<file path="src/rtl/mem_fill_pkg.sv">
// Shared types for the memory fill engine: FSM states, fill pattern modes
// and the mode field width.
package mem_fill_pkg;

  localparam int MODE_W = 2;

  typedef enum logic {
    IDLE = 1'b0,
    FILL = 1'b1
  } state_t;

  typedef enum logic [MODE_W-1:0] {
    IDENTITY   = 2'd0,
    DESCENDING = 2'd1,
    CONSTANT   = 2'd2,
    XOR        = 2'd3
  } mode_t;

endpackage

</file>
<file path="src/rtl/mem_fill_pattern.sv">
// Combinational write-data generator: turns the fill index into the data
// word for the selected pattern.
module mem_fill_pattern
  import mem_fill_pkg::*;
#(
  parameter int ADDR_W = 8,
  parameter int DATA_W = 8
) (
  input  logic [MODE_W-1:0] mode,
  input  logic [ADDR_W-1:0] idx,
  input  logic [DATA_W-1:0] fill_val,
  output logic [DATA_W-1:0] wrdata
);

  logic [ADDR_W-1:0] src;
  logic [DATA_W-1:0] src_ext;

  // Descending data is (2^ADDR_W-1-idx), which is simply the inverted index.
  always_comb begin
    src = idx;
    if (mode_t'(mode) == DESCENDING) src = ~idx;
  end

  // Index is zero-extended or truncated to the data width.
  generate
    if (DATA_W > ADDR_W) begin : g_extend
      assign src_ext = {{(DATA_W-ADDR_W){1'b0}}, src};
    end else if (DATA_W == ADDR_W) begin : g_equal
      assign src_ext = src;
    end else begin : g_truncate
      assign src_ext = src[DATA_W-1:0];
    end
  endgenerate

  always_comb begin
    wrdata = src_ext;
    case (mode_t'(mode))
      CONSTANT: wrdata = fill_val;
      XOR:      wrdata = src_ext ^ fill_val;
      default:  ;
    endcase
  end

endmodule

</file>
<file path="src/rtl/mem_fill.sv">
// Memory fill engine: on a start request writes len consecutive words
// (wrapping addresses) with a pattern, one per cycle, then pulses done.
module mem_fill
  import mem_fill_pkg::*;
#(
  parameter int ADDR_W = 8,
  parameter int DATA_W = 8
) (
  input  logic              clk,
  input  logic              rst,
  input  logic              en,
  input  logic [MODE_W-1:0] mode,
  input  logic [ADDR_W-1:0] base,
  input  logic [ADDR_W-1:0] len,
  input  logic [DATA_W-1:0] fill_val,
  input  logic              abort,
  output logic              rdy,
  output logic [ADDR_W-1:0] addr,
  output logic [DATA_W-1:0] wrdata,
  output logic              wren,
  output logic              done
);

  state_t            state, state_next;
  logic [ADDR_W-1:0] idx, base_q, len_q, addr_hold, fill_addr;
  logic [MODE_W-1:0] mode_q;
  logic [DATA_W-1:0] fill_q, wrdata_hold, pat_data;
  logic              done_q, accept, finish, last;

  mem_fill_pattern #(
    .ADDR_W(ADDR_W),
    .DATA_W(DATA_W)
  ) u_pattern (
    .mode    (mode_q),
    .idx     (idx),
    .fill_val(fill_q),
    .wrdata  (pat_data)
  );

  // len=0 means a full 2^ADDR_W fill, so the last index is len-1 modulo depth.
  assign last      = (idx == len_q - ADDR_W'(1));
  assign fill_addr = base_q + idx;

  always_ff @(posedge clk) begin
    if (rst) state <= IDLE;
    else     state <= state_next;
  end

  always_comb begin
    state_next = state;
    accept     = 1'b0;
    finish     = 1'b0;
    case (state)
      IDLE: begin
        if (en) begin
          state_next = FILL;
          accept     = 1'b1;
        end
      end
      FILL: begin
        if (abort || last) begin
          state_next = IDLE;
          finish     = 1'b1;
        end
      end
      default: state_next = IDLE;
    endcase
  end

  // Last presented address/data are captured so the outputs hold while idle.
  always_ff @(posedge clk) begin
    if (rst) begin
      idx         <= '0;
      base_q      <= '0;
      len_q       <= '0;
      mode_q      <= '0;
      fill_q      <= '0;
      addr_hold   <= '0;
      wrdata_hold <= '0;
      done_q      <= 1'b0;
    end else begin
      done_q <= finish;
      if (accept) begin
        idx    <= '0;
        base_q <= base;
        len_q  <= len;
        mode_q <= mode;
        fill_q <= fill_val;
      end else if (state == FILL) begin
        idx         <= idx + ADDR_W'(1);
        addr_hold   <= fill_addr;
        wrdata_hold <= pat_data;
      end
    end
  end

  assign rdy    = (state == IDLE);
  assign wren   = (state == FILL);
  assign addr   = wren ? fill_addr : addr_hold;
  assign wrdata = wren ? pat_data : wrdata_hold;
  assign done   = done_q;

endmodule

</file>
<file path="config.mk">
export PLATFORM = sky130hd
export DESIGN_NAME = mem_fill
export DESIGN_NICKNAME = d
export VERILOG_FILES = /design/src/rtl/mem_fill_pkg.sv /design/src/rtl/mem_fill_pattern.sv /design/src/rtl/mem_fill.sv
export SDC_FILE = /design/constraint.sdc
export NUM_CORES = 1
export LEC_CHECK = 0
export CAP_MARGIN = 15
export CELL_PAD_IN_SITES_DETAIL_PLACEMENT = 0
export CELL_PAD_IN_SITES_GLOBAL_PLACEMENT = 1
export CORE_UTILIZATION = 40
export DETAILED_ROUTE_END_ITERATION = 16
export PLACE_DENSITY_LB_ADDON = 0.08
export SKIP_CTS_REPAIR_TIMING = 1
export SYNTH_ARGS = -nofsm -noshare
export SYNTH_HDL_FRONTEND = slang
export SYNTH_HIERARCHICAL = 1
export SYNTH_SLANG_ARGS = --single-unit
</file>
<file path="constraint.sdc">
create_clock -name clk -period 2.7 [get_ports clk]
set_clock_uncertainty 0.2 [all_clocks]
set_input_delay 0.54 -clock clk [delete_from_list [all_inputs] [get_ports clk]]
set_output_delay 0.54 -clock clk [all_outputs]
set_load 0.01 [all_outputs]
</file>
# Word-level counts from Yosys, hierarchy flattened
# Index checks and enable logic that the tools add are counted.
[word_totals]
ff_bits = 52
[op_classes]
addsub = 3
n_eq_ne = 4
mux = 9
bitwise_logic = 3
n_reduce_logical = 3
[op_table]
columns = ["cell", "count"]
rows = [
  ["8-bit 2-to-1 mux", 3],
  ["8-bit one-hot mux with 2 select lines", 1],
  ["8-bit by 1-bit adder with 8-bit output (second input constant)", 1],
  ["8-bit adder", 1],
  ["8-bit equality test", 1],
  ["8-bit inverter", 1],
  ["8-bit by 1-bit subtractor with 8-bit output (second input constant)", 1],
  ["8-bit bitwise XOR", 1],
  ["2-bit equality test (second input constant)", 2],
  ["1-bit 2-to-1 mux", 4],
  ["2-bit OR reduction", 2],
  ["2-bit by 1-bit equality test with 1-bit output (second input constant)", 1],
  ["1-bit one-hot mux with 2 select lines", 1],
  ["1-bit logical OR", 1],
  ["1-bit inverter", 1],
]

# Depth between registers and ports, before layout
# Gate-level depths: netlist of run 1.
[logic_depth]
depth_word = 5
mapped_depth = 8
depth_no_buf = 8

# Modules after synthesis
# The synthesis of run 1 kept the hierarchy.
[modules_own_cells]
columns = ["mod", "n_inst", "cells_per_inst", "area_per_inst_um2", "seq_area_each_um2"]
rows = [
  ["mem_fill", 1, 239, 2386.0, 1041.0],
  ["mem_fill_pattern", 1, 43, 337.8, 0.0],
]

# Least setup slack after synthesis of run 1
# No wires, ideal clock.
[synth_timing]
path_type = "reg-to-output"
start = "reg idx[0]"
end = "out addr[4]"
arrival_ps = 1832
required_ps = 1960
setup_slack_ps = 128
path_stages_with_launch = 9
path_cell_list = "dfxtp_1 -> ha_1 -> inv_1 -> fa_1 -> nor2b_1 -> o21a_1 -> o21a_1 -> nor3_1 -> or2_2"
[synth_between]
elab_chain_cells = 2
[synth_lines]
columns = ["item", "line", "text"]
rows = [
  ["start: declaration", "mem_fill.sv:25", "logic [ADDR_W-1:0] idx, base_q, len_q, addr_hold, fill_addr;"],
  ["start signal: assignment", "mem_fill.sv:90", "idx <= idx + ADDR_W'(1);"],
  ["8-bit adder", "mem_fill.sv:42", "assign fill_addr = base_q + idx;"],
  ["8-bit 2-to-1 mux", "-", ""],
  ["end: declaration", "mem_fill.sv:18", "output logic [ADDR_W-1:0] addr,"],
]
# Every way passes these cells.

# Worst setup path in the final report of run 1
[layout_timing]
start = "reg idx[0]"
end = "out addr[6]"
# Same word-level chain as after synthesis.

==> impl_metrics.json, run 1 <==
{
  "outcome": "finished with violations",
  "violations": "design-rule violations, negative setup slack",
  "rows": 29,
  "setup_viol": 3,
  "synth.net_count": 322,
  "io_pins": 49,
  "drv_cap": 0,
  "synthArstFlopShare_pct": 0,
  "drive_gt1_share_pct": 23.2,
  "synth-edff-count": 0,
  "ys_warn_count": 6,
  "yosys.area.top_type": "dfxtp_1",
  "dieArea_um2": 7140,
  "grt_pass1_wl_um": 10900,
  "grt_pass1_vias": 2193,
  "critPathLaunchType": "register",
  "gr-total-overflow": 0,
  "drc": 4,
  "tns_ns": -0.245,
  "ys_seq_area_share_pct": 38.2,
  "synth.distinct_cells": 49,
  "slew_viol_final": 0,
  "track_usage_pct": 19.4,
  "synth_cells": 282,
  "worstMarginPinSlew_ns": 0.455,
  "synth-seq-cells": 52,
  "gp_congestion": 0.800,
  "drtIter0Drc": 90,
  "wl_per_cell_um": 15.6,
  "yosysMostFrequentCell": "dfxtp_1",
  "finalHoldViolCount": 0,
  "ir_drop_v": 0.000295,
  "ant_nets": 0,
  "cp_max_fo": 3,
  "first_pass_iters": 10,
  "antenna_found_initial": 0,
  "slew_headroom_pct": 69.6,
  "place_ws_ns": -0.249,
  "clk_latency_ns": 0.31,
  "port_buffers": 48,
  "diodes": 0,
  "final_core_util_pct": 58.2,
  "yosysTopAreaCellShare_pct": 38.2,
  "cts_made_buffers": 5,
  "worst_setup_path_end_kind": "output port",
  "critPathArrivalTime_ns": 2.07,
  "synth.avg_cell_area_um2": 9.66,
  "via_count": 2283,
  "period_share_pct": 104,
  "grt_max_degree": 26,
  "path_clk_slew_ns": 0.09,
  "htreeDepth": 2,
  "die_h_um": 84.5,
  "synthesis.area_um2": 2720,
  "start_util_pct": 42.2,
  "viasPerCell": 5.36,
  "routed_wl_um": 6650,
  "cp.required_ns": 1.96,
  "ys_top_cells_by_area": "dfxtp_1, a22o_1, ha_1",
  "timing.hold.ws_ns": 0.294,
  "rsz0062_at_grt": "yes",
  "core_um2": 6460,
  "cts.sinks": 52,
  "yosys-top-cells-count": "dfxtp_1, a22o_1, nor2_1",
  "p_leak_uw": 0.00166,
  "cts_tree": "built",
  "root_buffer": "clkbuf_8",
  "ys.flop_type": "dfxtp_1",
  "min_path_type": "register to register",
  "fin_nets": 388,
  "synthToLayoutAreaGrowth_pct": 38.0,
  "critical_path_class": "register to output port",
  "r2r_slack_ns": 0.53,
  "fp.dieW_um": 84.5,
  "clock_path_buffers": 2,
  "fin_crit_ns": 2.81,
  "worst_slack_ns": -0.106,
  "hpwl_um": 4550,
  "fmax_ghz": 0.356,
  "p_per_area_nw_per_um2": 504
}
-- registers in the layout (all words and copies together) (netlist names) --
signal / cells
len_q: 8
mode_q: 2
addr_hold: 8
done: 1
idx: 8
fill_q: 8
wren: 1
base_q: 8
wrdata_hold: 8
-- cell type report --
| cell class | count | area (um2) |
|---|---|---|
| flip-flops and latches | 52 | 1050 |
| fillers | 585 | 2700 |
| clock buffers | 7 | 96.3 |
| clock inverters | 1 | 30.0 |
| well taps | 77 | 96.3 |
| inverters | 7 | 26.3 |
| repair buffers | 74 | 747 |
| multi-input cells | 208 | 1710 |
-- critical path: stages, from the launching register on --
cell and delay, ns:
dfxtp_2 0.35, ha_4 0.16, inv_2 0.05, fa_2 0.19, nor2b_1 0.04, o21a_1 0.20, o211a_1 0.23, a2111o_1 0.35
nand3_1 0.07, buf_2 0.13
-- power breakdown --
group          internal [uW]  switching [uW]
sequential               816            40.3
combinational            248             203
clock                    327             261
-- final timing paths --
check / to / cells after the start / from
min reg2reg: base_q[4] / 1 / base_q[4]
max: addr[6] / 9 / idx[0]
min: base_q[4] / 1 / base_q[4]
max reg2reg: wren / 7 / len_q[0]
-- stage by stage --
| step | area, um2 | std cells | power [uW] |
|---|---|---|---|
| 3_3_place_gp | 3430 | 416 | 1290 |
| 2_1_floorplan | 2720 | 282 | 1110 |
| 5_1_grt | 3760 | 426 | 2000 |
| 4_1_cts | 3560 | 424 | 1890 |
| 6_report | 3760 | 426 | 1900 |
| 3_5_place_dp | 3430 | 416 | 1300 |
-- cell usage in the layout, fill, tap and decap left out, drive strengths merged, types with 2 or more instances in the layout --
cell,netlist,final
a211oi,5,5
a21o,2,2
a21oi,6,6
a221oi,10,10
a22o,23,23
a31oi,4,4
and2,8,8
buf,12,28
clkbuf,3,9
clkdlybuf4s50,0,33
dfxtp,52,52
dlymetal6s2s,0,11
ha,9,9
inv,7,7
mux2,10,10
mux2i,10,10
nand2,9,9
nand2b,6,6
nand3,3,3
nand4,4,4
nor2,17,17
nor2b,14,14
nor3,6,6
nor3b,8,8
nor4,2,2
o211a,2,2
o21a,3,3
o21ai,9,9
o21ba,2,2
or2b,4,4
xnor2,9,9
xor2,12,12
-- layer usage --
metal / track usage [%] / routed length, um / vias up
li1: - / - / 1165
met4: 6.01 / 68 / 0
met5: 0 / 0 / -
met2: 31.4 / 3100 / 35
met3: 2.95 / 213 / 7
met1: 26.6 / 3270 / 1076
-- cells by family (layout without fill, tap and decap cells) --
kind of cell / count (synthesis) / after routing / synth area share, %
simple gates: 85 / 85 / 17.6
compound gates: 72 / 72 / 20.8
flops: 52 / 52 / 38.2
buf+inv: 22 / 89 / 3.90
xor+xnor: 21 / 21 / 6.75
mux: 20 / 20 / 7.81
fa+ha+maj: 10 / 10 / 4.87
Power figures use the tool's default switching activity.
==> run 2, diff against run 1 <==
GPL_ROUTABILITY_DRIVEN = 0   (was unset)
==> results of run 2 <==
Final layout, timing and power as in run 1 (identical DEF).
==> patch 1: new RTL, settings of run 1 <==
`DATA_W` is set to 8 in 2 places; all go to 9.
--- a/src/rtl/mem_fill_pattern.sv
+++ b/src/rtl/mem_fill_pattern.sv
@@ -5,5 +5,5 @@
 #(
   parameter int ADDR_W = 8,
-  parameter int DATA_W = 8
+  parameter int DATA_W = 9
 ) (
   input  logic [MODE_W-1:0] mode,
--- a/src/rtl/mem_fill.sv
+++ b/src/rtl/mem_fill.sv
@@ -5,5 +5,5 @@
 #(
   parameter int ADDR_W = 8,
-  parameter int DATA_W = 8
+  parameter int DATA_W = 9
 ) (
   input  logic              clk,
Ports: changed (resized fill_val and wrdata); port bits go from 49 to 51. The function was not compared with the original's and may differ.
==> patch 1 against run 1 <==
The flow finishes with violations (setup timing). Maximum frequency is 0.95% lower. Design area increased by 4.8%. Sequential cell count rose by 2. Worst setup slack worse by 0.027 ns. Non-clock buffer count grew 11. Wire length grew 3.8%. Sequential share of layout area shrank 0.25 points. Sequential power up 1%. Utilization is 0.24 points lower. Area after synthesis increased by 2.9%. Total power is 0.65% lower. First-iteration DRC count is 2.2% lower. Highest routed layer unchanged.
==> patch 1: results (changes against run 1) <==
Synth cell types=56 (+14%); slew margin rel.=51.03% (-19 points); Post-DP HPWL=4.763 mm (+4.7%); DRT Wirelength=6.906 mm (+3.8%); leakage=1.733 nW (+4.2%); sequential fraction of the synthesis area=38.57% (+0.35 points); Arr. time, crit path=2.09 ns (+0.02 ns); Placer Congestion=0.7751 (-3.1%); drt first pass iters=4 (-6); First DRT Iteration DRCs=88 (-2.2%); delay of the slowest critical-path stage=0.38 ns (+0.03 ns); Clock Root Buffer=clkbuf_8; I/O Buffers=50 (+4.2%); Area contributors post-synth=dfxtp_1 (39%), a22o_1 (7.2%), mux2_2 (4.8%); Overall Global Routing Usage=19.31% (-0.078 points); register clock-pin slew on the reported worst setup and hold paths=about 0.10 ns; Mean Syn Cell Area=9.800 um^2 (+1.5%); Hold Crit Class=flop to flop; nets@finish=405 (+4.4%); H-tree Lvls=2 (unchanged); smallest setup slack after layout=-0.1332 ns (-0.02696 ns); peak supply drop=0.2659 mV (-9.8%); final setup fails=3 (unchanged); first-pass GRT wire length=11.27 mm (+3.3%); # diodes=0 (unchanged); syn nets=327 (+1.6%); failing checks=setup timing; setup TNS=-0.3013 ns (-0.05621 ns); number of global-route vias before repair=2326 (+6.1%); Largest regs=fill_q x9, wrdata_hold x9; cell family with most CP delay=adder cells; sw power=0.4687 mW (-7.0%); slowest cell on the critical path=fa_2; Antenna Violating Nets Remaining=0 (unchanged); initial antenna violation count=0 (unchanged); CP Max Fanout=3 (unchanged); Max clock buf depth=2 (unchanged); DP Cell Count=450 (+8.2%); pre-CTS WS=-0.2554 ns (-0.006490 ns); status=finished, violations left; Commonest cells post-synth=dfxtp_1 (54), a22o_1 (23), nor2_1 (15), nor2b_1 (15), xnor2_1 (14); post-route insts no fill=461 (+8.2%); share of layout cells above drive strength 1=25.21% (+2.0 points); largest net degree at the start of global routing=27 (+3.8%); total number of vias=2356 (+3.2%)
-- patch 1: cell types whose count changed in the layout (fill, tap and decap cells not counted), sizes merged, moves of 3 or more --
cell and change:
xnor2 +5, nand3 +3, nand2 +3, xor2 -5, o21ai -3, a211oi -5, buf +8
-- patch 1: metrics by stage --
stage / total power [mW] / utilization, % / cell area, um^2
4_1_cts: 1.881 / 55.10 / 3744
3_3_place_gp: 1.229 / 53.08 / 3606
5_1_grt: 1.976 / 57.97 / 3939
2_1_floorplan: 1.081 / - / 2803
6_report: 1.884 / 57.97 / 3939
3_5_place_dp: 1.233 / 53.08 / 3606
-- patch 1: final cells by class --
cell class | instances | area [um^2]
timing repair buffer | 85 | 810.8
sequential | 54 | 1090
fill | 618 | 2855
clock inverter | 3 | 68.82
inverter | 8 | 30.03
multi-input combinational | 210 | 1750
clock buffer | 5 | 68.82
tap | 96 | 120.1
-- patch 1: final timing paths --
kind	startpoint	end	slack, ns	depth (start not counted)
max reg2reg	len_q[0]$_SDFFE_PP0P_	wren$_SDFF_PP0_	0.53	7
min	fill_q[8]$_SDFFE_PP0P_	fill_q[8]$_SDFFE_PP0P_	0.28	1
max	idx[0]$_SDFFE_PP0P_	addr[4]	-0.13	9
min reg2reg	fill_q[8]$_SDFFE_PP0P_	fill_q[8]$_SDFFE_PP0P_	0.28	1
-- patch 1: logic make-up (layout without fill, tap and decap cells) --
logic type | after synthesis | count (layout) | share of synthesized area [%]
buffers and inverters | 22 | 101 | 3.705
XOR/XNOR | 21 | 21 | 6.563
flip-flops | 54 | 54 | 38.57
AO/OA/AOI/OAI | 63 | 63 | 18.21
multiplexers | 22 | 22 | 8.393
adder cells (fa/ha/maj) | 10 | 10 | 4.732
AND/OR/NAND/NOR | 94 | 94 | 19.82
-- patch 1: per-layer routing --
| layer | track usage [%] | wire [um] |
|---|---|---|
| met5 | 0 | 0 |
| met2 | 31.42 | 3147 |
| met4 | 4.697 | 40 |
| met1 | 26.00 | 3409 |
| met3 | 4.427 | 309 |
-- patch 1: worst register-to-register path, stage by stage (launching register included) --
cell	delay (ns)
dfxtp_1	0.46
inv_1	0.09
ha_1	0.27
nor2_1	0.11
nor2_1	0.04
a221oi_1	0.30
a41oi_1	0.14
o41a_1	0.45
-- patch 1: power by group through the flow --
| stage | logic (mW) | clock network, mW | registers [mW] |
|---|---|---|---|
| 4_1_cts | 0.352 | 0.663 | 0.866 |
| 3_3_place_gp | 0.347 | 0 | 0.883 |
| 3_5_place_dp | 0.349 | 0 | 0.884 |
| 5_1_grt | 0.401 | 0.700 | 0.875 |
| 6_report | 0.367 | 0.647 | 0.869 |
| 2_1_floorplan | 0.201 | 0 | 0.880 |
==> patch 2: new RTL, flow settings as in run 1 <==
Without the edit above. Add an input register stage for `mode`; this delays it by one clock. The other inputs are not delayed to match.
--- a/src/rtl/mem_fill.sv
+++ b/src/rtl/mem_fill.sv
@@ -21,4 +21,10 @@
   output logic              done
 );
+
+  logic [MODE_W-1:0] mode_r;
+
+  always_ff @(posedge clk) begin
+    mode_r <= mode;
+  end
 
   state_t            state, state_next;
@@ -85,5 +91,5 @@
         base_q <= base;
         len_q  <= len;
-        mode_q <= mode;
+        mode_q <= mode_r;
         fill_q <= fill_val;
       end else if (state == FILL) begin
Behaviour: not the same (a bounded check fails within 4 cycles, from zero or initial values and one cycle with rst high).
==> patch 2 against run 1 <==
The flow finishes with violations (setup timing). Worst setup slack got worse by 0.052 ns. Utilization increased by 0.66 points. Wire length increased by 2.0%. Total power decreased by 0.43%. Design area increased by 1.7%. Maximum frequency decreased by 1.8%. Critical path type unchanged. Sequential cell count increased by 2. Highest routed layer unchanged. Area after synthesis increased by 1.5%.
==> patch 2: results (changes against run 1) <==
Slew @ Worst Pin=0.6729 ns (+0.2177 ns); drt first pass iters=4 (-6); Final Hold Fails=0 (unchanged); setup slack, reg-to-reg=between 0.5 and 0.6 ns; number of fill cells=573 (-2.1%); Post-DP HPWL=4.784 mm (+5.2%); vias per cell=5.264 (-1.8%); # diodes=0 (unchanged); share of layout cells above drive strength 1=25.70% (+2.5 points); Placer Congestion=0.8072 (+0.87%); Post-synth ARST share=0% (unchanged); DP Cell Count=421 (+1.2%); Hold Crit Class=flop to flop; CTS Buf Count=5 (unchanged); smallest setup slack after layout=-0.1586 ns (-0.05238 ns); peak supply drop=0.2033 mV (-31%); first-pass GRT wire length=10.68 mm (-2.0%); Hold Slack=0.2627 ns (-0.03116 ns); pre-CTS WS=-0.2582 ns (-0.009229 ns); WL/cell=15.59 um (-0.14%); Synth cell types=49 (unchanged); Commonest cells post-synth=dfxtp_1 (54), a22o_1 (23), nor2_1 (16); DRT Wirelength=6.781 mm (+2.0%); nets@finish=397 (+2.3%); status=finished, violations left; Syn-to-layout area delta=38.34%; Area contributors post-synth=dfxtp_1 (39%), a22o_1 (7.3%), ha_1 (4.1%); leakage=1.690 nW (+1.6%); max-cap viol count=0 (unchanged); syn nets=324 (+0.62%); Arr. time, crit path=2.12 ns (+0.05 ns); final setup fails=3 (unchanged); setup TNS=-0.4184 ns (-0.1733 ns); First DRT Iteration DRCs=95 (+5.6%); H-tree Lvls=2 (unchanged); cell count after synthesis=284 (+0.71%); sequential fraction of the synthesis area=39.11% (+0.89 points); placed instance area=0.003480 mm^2 (+1.5%); number of global-route vias before repair=2161 (-1.5%); Overall Global Routing Usage=19.12% (-0.28 points); largest net degree at the start of global routing=24 (-7.7%); failing checks=setup timing
patch 2: area by class of cell:
cell class	count	area share [%]
multi-input cells	208	45.75
flip-flops and latches	54	28.63
clock buffers	5	1.800
clock inverters	3	1.047
well taps	77	2.520
inverters	7	0.6872
repair buffers	81	19.57
patch 2: routing by layer:
metal  track usage, %  up-vias  share of wire [%]
li1                 -     1179                  -
met1            25.98     1073                 49
met2            31.67       33                 48
met3            2.335        5                2.5
met4            6.009        0               0.88
met5                0        -                  0
patch 2: logic make-up (layout without fill, tap and decap cells):
family	Yosys count	in the layout	synth area share, %
xor gates and xnor gates	21	21	6.655
muxes	20	20	7.696
DFF	54	54	39.11
buffers and inverters	22	96	3.848
AOI/OAI and AO/OA	72	72	20.51
adders and majority gates	10	10	4.799
and+or+nand+nor	85	85	17.38
patch 2: final timing paths:
check	from	end	cells past startpoint
max reg2reg	len_q[0]$_SDFFE_PP0P_	wren$_SDFF_PP0_	7
min reg2reg	mode_r[1]$_DFF_P_	mode_q[1]$_SDFFE_PP0P_	1
max	idx[0]$_SDFFE_PP0P_	addr[6]	10
min	mode_r[1]$_DFF_P_	mode_q[1]$_SDFFE_PP0P_	1
patch 2: power breakdown:
part	internal [mW]	switching, mW	leakage, nW
Combinational	0.247	0.205	1.19
Clock	0.274	0.272	0.0579
Sequential	0.847	0.0431	0.445
Total	1.37	0.521	1.69
